### src/rtl/ram_arb_pkg.sv
// Shared types and defaults for the round-robin data-RAM arbiter.
// Optional build macro used by the top: RAM_RR_ARB_PRIORITY0_EN.
package ram_arb_pkg;

  typedef enum logic [1:0] {
    IDLE = 2'd0,
    BUSY = 2'd1,
    GAP  = 2'd2
  } state_e;

  localparam int DEFAULT_N       = 3;
  localparam int DEFAULT_WIDTH   = 32;
  localparam int DEFAULT_AW      = 32;
  localparam int DEFAULT_TIMEOUT = 64;

  // Index of the set bit in a one-hot vector of up to 8 requesters; 0 when empty.
  function automatic logic [2:0] onehot_to_index(input logic [7:0] oh);
    logic [2:0] idx;
    idx = '0;
    for (int i = 0; i < 8; i++) begin
      if (oh[i]) idx = 3'(i);
    end
    return idx;
  endfunction

endpackage

### src/rtl/ram_rr_arb_pick.sv
// rr_pick: combinational rotating priority encoder. Scans from last+1 upward
// with wrap; with PRIORITY0 set, requester 0 wins outright and is skipped by the scan.
module rr_pick #(
  parameter int N         = 3,
  parameter bit PRIORITY0 = 1'b0
) (
  input  logic [N-1:0]         req,
  input  logic [$clog2(N)-1:0] last,
  output logic [$clog2(N)-1:0] win,
  output logic                 valid
);

  localparam int IW = $clog2(N);

  int cand;

  always_comb begin
    win   = '0;
    valid = 1'b0;
    cand  = 0;
    if (PRIORITY0 && req[0]) begin
      valid = 1'b1;
    end else begin
      for (int k = 1; k <= N; k++) begin
        cand = (int'(last) + k) % N;
        if (!valid && req[cand] && !(PRIORITY0 && cand == 0)) begin
          valid = 1'b1;
          win   = IW'(cand);
        end
      end
    end
  end

endmodule

### src/rtl/ram_rr_arb.sv
// ram_rr_arb: N-requester Wishbone-classic round-robin arbiter for the shared
// single-port data RAM, with per-transaction timeout. Macro: RAM_RR_ARB_PRIORITY0_EN.
module ram_rr_arb
  import ram_arb_pkg::*;
#(
  parameter int N       = DEFAULT_N,
  parameter int WIDTH   = DEFAULT_WIDTH,
  parameter int AW      = DEFAULT_AW,
  parameter int TIMEOUT = DEFAULT_TIMEOUT
) (
  input  logic               wb_clk,
  input  logic               wb_rst,
  input  logic [N-1:0]       m_cyc,
  input  logic [N-1:0]       m_we,
  input  logic [4*N-1:0]     m_sel,
  input  logic [AW*N-1:0]    m_adr,
  input  logic [WIDTH*N-1:0] m_dat,
  output logic [N-1:0]       m_ack,
  output logic [WIDTH*N-1:0] m_rdt,
  output logic               x_cyc,
  output logic               x_we,
  output logic [3:0]         x_sel,
  output logic [AW-1:0]      x_adr,
  output logic [WIDTH-1:0]   x_dat,
  input  logic               x_ack,
  input  logic [WIDTH-1:0]   x_rdt,
  output logic [N-1:0]       grant,
  output logic               busy,
  output logic               timeout
);

  localparam int IW = $clog2(N);
  localparam int CW = $clog2(TIMEOUT);

`ifdef RAM_RR_ARB_PRIORITY0_EN
  localparam bit PRIO0 = 1'b1;
`else
  localparam bit PRIO0 = 1'b0;
`endif

  state_e        state_q, state_d;
  logic [N-1:0]  grant_q, grant_d;
  logic [IW-1:0] last_q, last_d;
  logic [CW-1:0] cnt_q, cnt_d;

  logic [IW-1:0] win, own;
  logic          win_valid, in_busy, own_cyc, forced;

  rr_pick #(.N(N), .PRIORITY0(PRIO0)) u_pick (
    .req  (m_cyc),
    .last (last_q),
    .win  (win),
    .valid(win_valid)
  );

  assign in_busy = (state_q == BUSY);
  assign own     = IW'(onehot_to_index(8'(grant_q)));
  assign own_cyc = in_busy && m_cyc[own];
  assign forced  = own_cyc && !x_ack && (cnt_q == CW'(TIMEOUT - 1));

  assign grant   = grant_q;
  assign busy    = (state_q != IDLE);
  assign timeout = forced;

  // Handshake: a requester holds m_cyc with stable we/sel/adr/dat until it sees
  // m_ack for one cycle; dropping m_cyc before that abandons the transaction.
  always_comb begin
    x_cyc = 1'b0;
    x_we  = 1'b0;
    x_sel = '0;
    x_adr = '0;
    x_dat = '0;
    m_ack = '0;
    m_rdt = '0;
    if (in_busy) begin
      x_cyc      = m_cyc[own];
      x_we       = m_we[own];
      x_sel      = m_sel[own*4 +: 4];
      x_adr      = m_adr[own*AW +: AW];
      x_dat      = m_dat[own*WIDTH +: WIDTH];
      m_ack[own] = own_cyc && (x_ack || forced);
      if (!forced) m_rdt[own*WIDTH +: WIDTH] = x_rdt;
    end
  end

  always_comb begin
    state_d = state_q;
    grant_d = grant_q;
    last_d  = last_q;
    cnt_d   = cnt_q;
    case (state_q)
      IDLE: begin
        if (win_valid) begin
          state_d      = BUSY;
          grant_d      = '0;
          grant_d[win] = 1'b1;
          cnt_d        = '0;
          // Priority-0 grants leave the rotation pointer for the others untouched.
          if (!(PRIO0 && win == '0)) last_d = win;
        end
      end
      BUSY: begin
        if (!own_cyc) begin
          state_d = IDLE;
          grant_d = '0;
        end else if (x_ack || forced) begin
          state_d = GAP;
          grant_d = '0;
        end else begin
          cnt_d = cnt_q + CW'(1);
        end
      end
      GAP: state_d = IDLE;
      default: begin
        state_d = IDLE;
        grant_d = '0;
      end
    endcase
  end

  always_ff @(posedge wb_clk or posedge wb_rst) begin
    if (wb_rst) begin
      state_q <= IDLE;
      grant_q <= '0;
      last_q  <= IW'(N - 1);
      cnt_q   <= '0;
    end else begin
      state_q <= state_d;
      grant_q <= grant_d;
      last_q  <= last_d;
      cnt_q   <= cnt_d;
    end
  end

endmodule

### config.mk
export PLATFORM = sky130hd
export DESIGN_NAME = ram_rr_arb
export DESIGN_NICKNAME = d
export VERILOG_FILES = /design/src/rtl/ram_arb_pkg.sv /design/src/rtl/ram_rr_arb_pick.sv /design/src/rtl/ram_rr_arb.sv
export SDC_FILE = /design/constraint.sdc
export NUM_CORES = 1
export LEC_CHECK = 0
export CORE_AREA = 2 2 161 163
export DETAILED_ROUTE_END_ITERATION = 10
export DIE_AREA = 0 0 163 165
export SETUP_SLACK_MARGIN = 0.2
export SLEW_MARGIN = 40
export SYNTH_ARGS = -nofsm -noshare
export SYNTH_HDL_FRONTEND = slang
export SYNTH_HIERARCHICAL = 1
export SYNTH_SLANG_ARGS = --single-unit
### constraint.sdc
create_clock -name wb_clk -period 2.3 [get_ports wb_clk]
set_input_delay 0.345 -clock wb_clk [delete_from_list [all_inputs] [get_ports wb_clk]]
set_output_delay 0.345 -clock wb_clk [all_outputs]
set_load 0.005 [all_outputs]
# After elaboration in Yosys (flattened, before gate mapping)
# Index checks and enable logic that the tools add are counted.
[word_totals]
word_cells = 98
output_inout_bits = 174
inputBits = 245
ff_bits = 13
[classes]
shifts = 5
addsub = 5
mux = 45
magnitude_cmp = 7
div_mod_pow = 3
bitwise_logic = 3
reduce_logical = 19
n_eq_ne = 7
[op_table]
columns = ["op", "count"]
rows = [
  ["96-bit 2-to-1 mux", 2],
  ["96-bit by 8-bit indexed part select with 32-bit output", 2],
  ["96-bit bitwise AND", 1],
  ["32-bit by 4-bit less-than comparator with 1-bit output, second input constant", 3],
  ["32-bit by 3-bit remainder unit with 32-bit output, second input constant", 3],
  ["32-bit by 34-bit variable shift with 96-bit output, first input constant", 1],
  ["32-bit by 34-bit indexed part select with 96-bit output", 1],
  ["32-bit 2-to-1 mux", 2],
  ["7-bit negator with 34-bit output", 1],
  ["6-bit 2-to-1 mux", 3],
  ["1-bit 2-to-1 mux", 16],
  ["2-bit 2-to-1 mux", 7],
  ["3-bit 2-to-1 mux", 4],
  ["6-bit one-hot mux with 2 select lines", 1],
  ["12-bit by 5-bit indexed part select with 4-bit output", 1],
  ["1-bit binary-select mux with 2-bit select", 5],
  ["3-bit one-hot mux with 3 select lines", 1],
  ["1-bit logical AND", 8],
  ["2-bit by 2-bit adder with 3-bit output, second input constant", 2],
  ["6-bit by 1-bit adder with 6-bit output, second input constant", 1],
  ["6-bit equality test, second input constant", 1],
  ["2-bit by 3-bit less-than comparator with 1-bit output, second input constant", 2],
  ["1-bit demux with 2-bit select", 2],
  ["2-bit by 1-bit greater-or-equal comparator with 1-bit output, second input constant", 2],
  ["17 further kinds", 22],
]

# Longest topological paths before layout
[logic_depth]
ltp_word = 18
ltp_mapped = 8
ltp_nobuf = 8

# Modules after synthesis
# The synthesis kept the hierarchy.
[by_module_without_submodules]
columns = ["module", "area_per_inst_um2", "seq_area_each_um2", "cells_per_inst", "n_inst"]
rows = [
  ["ram_rr_arb", 3051.7, 326.6, 527, 1],
  ["rr_pick", 131.4, 0.0, 20, 1],
]

# Worst setup path before layout
# Ideal clock, no wire load.
[synth_timing]
path_type = "register -> register"
start = "reg last_q[1]"
end = "reg grant_q[0], in the netlist grant[0]"
path_buffers = 0
required_time_ns = 2.172
setup_time_ns = 0.128
arrival_ns = 1.897
setup_slack_ns = 0.275
stages_incl_launch_ff = 8
period_less_slack_ns = 2.025
path_cell_list = "dfstp_2 -> ha_1 -> o32a_1 -> o21ai_1 -> a21oi_1 -> a21oi_1 -> a21oi_4 -> mux2_1"
[synth_via]
elab_cells_between_ends = 34
cone_classes = "add/sub: 3; div: 3; order compare: 2; eq/ne: 1; mux: 19; reduce/logical: 6"
[synth_lines]
columns = ["element", "line", "rtl"]
rows = [
  ["from (decl)", "ram_rr_arb.sv:43", "logic [IW-1:0] last_q, last_d;"],
  ["from (signal assigned)", "ram_rr_arb.sv:125", "last_q <= IW'(N - 1);"],
  ["from (signal assigned)", "ram_rr_arb.sv:130", "last_q <= last_d;"],
  ["2-bit by 1-bit adder with 3-bit output", "ram_rr_arb_pick.sv:25", "cand = (int'(last) + k) % N;"],
  ["32-bit by 3-bit remainder unit with 32-bit output", "ram_rr_arb_pick.sv:25", ""],
  ["1-bit binary-select mux with 2-bit select", "ram_rr_arb_pick.sv:26", "if (!valid && req[cand] && !(PRIORITY0 && cand == 0)) begin"],
  ["1-bit 2-to-1 mux (not written as such) (2 in a row)", "ram_rr_arb_pick.sv:26", ""],
  ["1-bit 2-to-1 mux", "ram_rr_arb_pick.sv:26", ""],
  ["1-bit zero test", "ram_rr_arb_pick.sv:26", ""],
  ["1-bit logical AND", "ram_rr_arb_pick.sv:26", ""],
  ["1-bit 2-to-1 mux", "ram_rr_arb_pick.sv:26", ""],
  ["1-bit zero test", "ram_rr_arb_pick.sv:26", ""],
  ["1-bit logical AND", "ram_rr_arb_pick.sv:26", ""],
  ["1-bit 2-to-1 mux (*)", "ram_rr_arb_pick.sv:26", ""],
  ["named net win_valid", "ram_rr_arb.sv:47", "logic win_valid, in_busy, own_cyc, forced;"],
  ["2-bit by 1-bit != test with 1-bit output (no source line) (*)", "-", ""],
  ["3-bit AND reduction (no source line) (*)", "-", ""],
  ["to (signal assigned)", "ram_rr_arb.sv:129", "grant_q <= grant_d;"],
  ["to (decl)", "ram_rr_arb.sv:42", "logic [N-1:0] grant_q, grant_d;"],
]
# The timed path passes the listed nets; every way through them passes the cells marked *. The select of a mux whose other input is x is not followed.
# A chain may end at the register's enable or synchronous reset.

# Worst setup path after layout
[layout_timing]
start = "reg cnt_q[0]"
end = "out m_rdt[43]"
[layout_via]
elab_chain_cells = 4
[layout_rtl]
columns = ["element", "line", "rtl"]
rows = [
  ["from (decl)", "ram_rr_arb.sv:44", "logic [CW-1:0] cnt_q, cnt_d;"],
  ["from (signal assigned)", "ram_rr_arb.sv:131", "cnt_q <= cnt_d;"],
  ["6-bit equality test", "ram_rr_arb.sv:59", "assign forced = own_cyc && !x_ack && (cnt_q == CW'(TIMEOUT - 1));"],
  ["1-bit logical AND", "ram_rr_arb.sv:59", ""],
  ["96-bit 2-to-1 mux", "ram_rr_arb.sv:82", "if (!forced) m_rdt[own*WIDTH +: WIDTH] = x_rdt;"],
  ["96-bit 2-to-1 mux", "ram_rr_arb.sv:75", "if (in_busy) begin"],
  ["to (decl)", "ram_rr_arb.sv:19", "output logic [WIDTH*N-1:0] m_rdt,"],
]
# Every way passes these cells.

==> flow_summary.json <==
{
  "run_status": "complete, but fails checks",
  "failed_checks": "negative setup slack",
  "timing.hold.ws_ns": 0.441,
  "grt_start_max_net_pins": 70,
  "totalWireLength_mm": 22.0,
  "worst_slew_pin_slew_ns": 0.527,
  "seq_area_frac_synth": 0.103,
  "compound_gate_fraction_of_synth_area": 0.177,
  "postSynthAreaPerCell_um2": 5.82,
  "synthAdderAreaFrac": 0.0153,
  "floorplan.initialDensity": 0.127,
  "timing.reg2reg.worst_path_depth": 6,
  "yosys-mux-area-fraction": 0.231,
  "timing.hold.worst.class": "input port to asynchronous set/reset pin",
  "yosys.cell_types.count": 45,
  "total_leakage_power_nw": 3.98,
  "ys.warnings.count": 6,
  "track_usage": 0.137,
  "final_max_tran_viols": 0,
  "preCtsSetupSlack_ns": -0.379,
  "critical_path.most_common_cell": "sky130_fd_sc_hd__buf_6",
  "max_slew_headroom_at_the_worst_pin": 0.649,
  "nNetsFinal": 1296,
  "timing.final.crit_share": 1.10,
  "tritoncts": "done",
  "report.final.hold_viol_count": 0,
  "drt_iter0_drc": 242,
  "ys_ff_latch": 13,
  "worstPathRequired_ns": 1.96,
  "synth_area_leader_cell": "sky130_fd_sc_hd__nor2_1",
  "synth.cell_area_um2": 3180,
  "grt-ovfl-total": 0,
  "yosys.area_share.simple": 0.390,
  "clock_path_buffers": 2,
  "die_w_um": 163,
  "gr-usage-met1": 0.153,
  "post_synthesis_net_count": 795,
  "max-cap-violations": 0,
  "dpl.hpwl_mm": 16.3,
  "cts.sinks": 13,
  "areaGrowthSynthToFinish_pct": 175,
  "layout.core_utilization": 0.350,
  "clock_tree.htree_level_count": 1,
  "setup_repair_after_global_routing_missed_its_margin": "yes",
  "ys_dominant_reg_cell": "sky130_fd_sc_hd__dfrtp_1",
  "std_cell_rows": 58,
  "powerDensity_nw_per_um2": 851,
  "die_area_um2": 26900,
  "die_height_um": 165,
  "cp_slowest_cell": "sky130_fd_sc_hd__dfrtp_1",
  "wire_per_inst_um": 16.0,
  "num_io_pins": 419,
  "power_mw": 7.45,
  "placer_congestion": 0.754,
  "first_global_vias": 5341,
  "worst_slack_ns": -0.240,
  "routed_antenna_nets": 0,
  "antenna_found_initial": 2,
  "vdd_drop_max_mv": 0.416,
  "detailroute.via_count": 5687,
  "drt_pass1_iterations": 4,
  "post_synth_main_area_contributors": "sky130_fd_sc_hd__nor2_1 27%, sky130_fd_sc_hd__mux2i_1 22%, sky130_fd_sc_hd__a21oi_1 12%, sky130_fd_sc_hd__dfrtp_1 9.4%, sky130_fd_sc_hd__nand2_1 4.6%",
  "critPathMaxStageDelay_ns": 0.36,
  "core-area_um2": 25000,
  "holdBufCountCts": 0,
  "setup.worst_path.start_class": "flip-flop",
  "remaining_drc_errors": 0,
  "regToRegSetupSlack_ns": 0.29,
  "finalWorstPathRequiredPeriod_ns": 2.54,
  "syn_inst": 547,
  "arrival_ns": 2.19,
  "met3_usage": 0.0286,
  "post_synth_xor_area_fraction": 0,
  "number_of_synthesized_flops_with_an_enable_pin": 0,
  "clock_latency_ns": 0.24,
  "worstPathCellList": "ha_2, nand2_2, or3_4, buf_6, o21ai_4, buf_4, buf_6, buf_12, nor2_1, dlygate4sd2_1",
  "place.port_buffers": 418,
  "main_combinational_cell_family_by_area_after_synthesis": "simple AND/OR/NAND/NOR gates",
  "fin_worst_skew_ns": 0.00211,
  "grt_met2_use": 0.267,
  "clockRootBuffer": "sky130_fd_sc_hd__clkbuf_16",
  "grt_pass1_wl_mm": 29.0,
  "critical_path_peak_fanout": 7,
  "asyncSetResetFlopFracSynth": 1.00,
  "post_route_cells_drive_above_1_share": 0.339,
  "busiest_layer": "met2",
  "total_clock_buffers_created_by_cts": 3,
  "end_kind": "output port",
  "yosys.area.top_type_share": 0.270,
  "via_per_inst": 4.13,
  "worstSetupPathType": "flip-flop to output port",
  "clock.fmax_mhz": 394,
  "path_clk_slew_ns": 0.05,
  "final-setup-viol-count": 87
}
worst max-delay path, delay by kind of cell, from the launching register on:
family | cells | cell delay [ns]
buf+inv | 5 | 0.75
flops | 1 | 0.36
compound gates | 1 | 0.18
simple gates | 3 | 0.47
fa+ha+maj | 1 | 0.20
cell families after synthesis:
| logic type | after synthesis |
|---|---|
| AO/OA/AOI/OAI | 97 |
| adder cells (fa/ha/maj) | 4 |
| buffers and inverters | 58 |
| flip-flops | 13 |
| multiplexers | 73 |
| AND/OR/NAND/NOR | 302 |
worst paths after layout:
check	to	from
worst max-delay path	m_rdt[43]	cnt_q[0]
worst min-delay path	grant[0]	wb_rst
worst max register to register	grant[2]	last_q[1]
worst min register to register	grant[0]	grant[0]
max in group asynchronous	grant[1]	wb_rst
min in group wb_clk	grant[0]	grant[0]
state kept, by name (all words and copies together), names as in the netlist:
register / cells
cnt_q: 6
grant: 3
last_q: 2
state_q: 2
what timing repair did:
action,4_1_cts,5_1_grt
endpoints found under the setup margin,172,178
gates cloned,8,5
resized for setup,467,220
pin swaps,17,38
buffers inserted,29,32
report_power, final:
group	leakage (nW)	total (mW)	internal [mW]	switching, mW
registers	0.168	0.360	0.304	0.0561
logic	3.78	6.76	3.44	3.32
clock network	0.0382	0.329	0.234	0.0950
cells in the mapped netlist (2+ instances only):
cell                         n
sky130_fd_sc_hd__buf_1       6
sky130_fd_sc_hd__inv_1      13
sky130_fd_sc_hd__o21ai_0     3
sky130_fd_sc_hd__nand2_1    39
sky130_fd_sc_hd__or3_4       2
sky130_fd_sc_hd__nor3_1      4
sky130_fd_sc_hd__buf_6       3
sky130_fd_sc_hd__clkbuf_1   15
sky130_fd_sc_hd__o21ai_2     3
sky130_fd_sc_hd__nor2_1    229
sky130_fd_sc_hd__ha_1        3
sky130_fd_sc_hd__nand2b_1    2
sky130_fd_sc_hd__a31oi_1     2
sky130_fd_sc_hd__and3_1      2
sky130_fd_sc_hd__buf_2      19
sky130_fd_sc_hd__nor2_2     10
sky130_fd_sc_hd__a21boi_0    2
sky130_fd_sc_hd__nand3_1     6
sky130_fd_sc_hd__dfrtp_1    12
sky130_fd_sc_hd__mux2_1      2
sky130_fd_sc_hd__mux2i_1    70
sky130_fd_sc_hd__a21oi_1    75
sky130_fd_sc_hd__o21a_1      2
sky130_fd_sc_hd__nor2b_1     2
through the flow:
step                      std cells  TNS (ns)  area (um^2)
final                          1378    -11.10         8750
after global placement         1299    -30.66         8050
after global routing           1378    -17.93         8750
after detailed placement       1299    -32.10         8050
after floorplan                 547         0         3180
after CTS                      1340    -12.79         8390
area by class of cell:
class                   count  area, um^2
repair buffers            540        5010
clock buffers               4        78.8
multi-input cells         476        2860
inverters                  14        55.1
flip-flops and latches     13         334
well taps                 330         413
diodes                      1        2.50
fillers                  2657       16300
cell usage in the layout, fill, tap and decap left out, types with 3 or more instances in the layout:
cell type,n
sky130_fd_sc_hd__a21oi_2,10
sky130_fd_sc_hd__clkbuf_2,52
sky130_fd_sc_hd__buf_2,92
sky130_fd_sc_hd__nor2_2,30
sky130_fd_sc_hd__clkdlybuf4s50_1,246
sky130_fd_sc_hd__mux2i_1,63
sky130_fd_sc_hd__nand3_1,6
sky130_fd_sc_hd__nor2_1,204
sky130_fd_sc_hd__buf_16,9
sky130_fd_sc_hd__nand2_2,3
sky130_fd_sc_hd__a21oi_1,65
sky130_fd_sc_hd__clkbuf_16,6
sky130_fd_sc_hd__nor2_4,5
sky130_fd_sc_hd__dlygate4sd2_1,22
sky130_fd_sc_hd__nor3_1,4
sky130_fd_sc_hd__nand2_1,36
sky130_fd_sc_hd__buf_6,42
sky130_fd_sc_hd__mux2i_2,5
sky130_fd_sc_hd__buf_12,14
sky130_fd_sc_hd__o21ai_4,3
sky130_fd_sc_hd__dlymetal6s2s_1,3
sky130_fd_sc_hd__buf_4,44
sky130_fd_sc_hd__inv_1,12
sky130_fd_sc_hd__buf_8,12
sky130_fd_sc_hd__o21ai_0,3
sky130_fd_sc_hd__dfrtp_1,10
layer usage:
| layer | wire, um | share of wire |
|---|---|---|
| met1 | 8090 | 0.37 |
| met2 | 11700 | 0.53 |
| met3 | 1760 | 0.080 |
| met4 | 486 | 0.022 |
| met5 | 13 | 0.00059 |
Power figures use the tool's default switching activity.
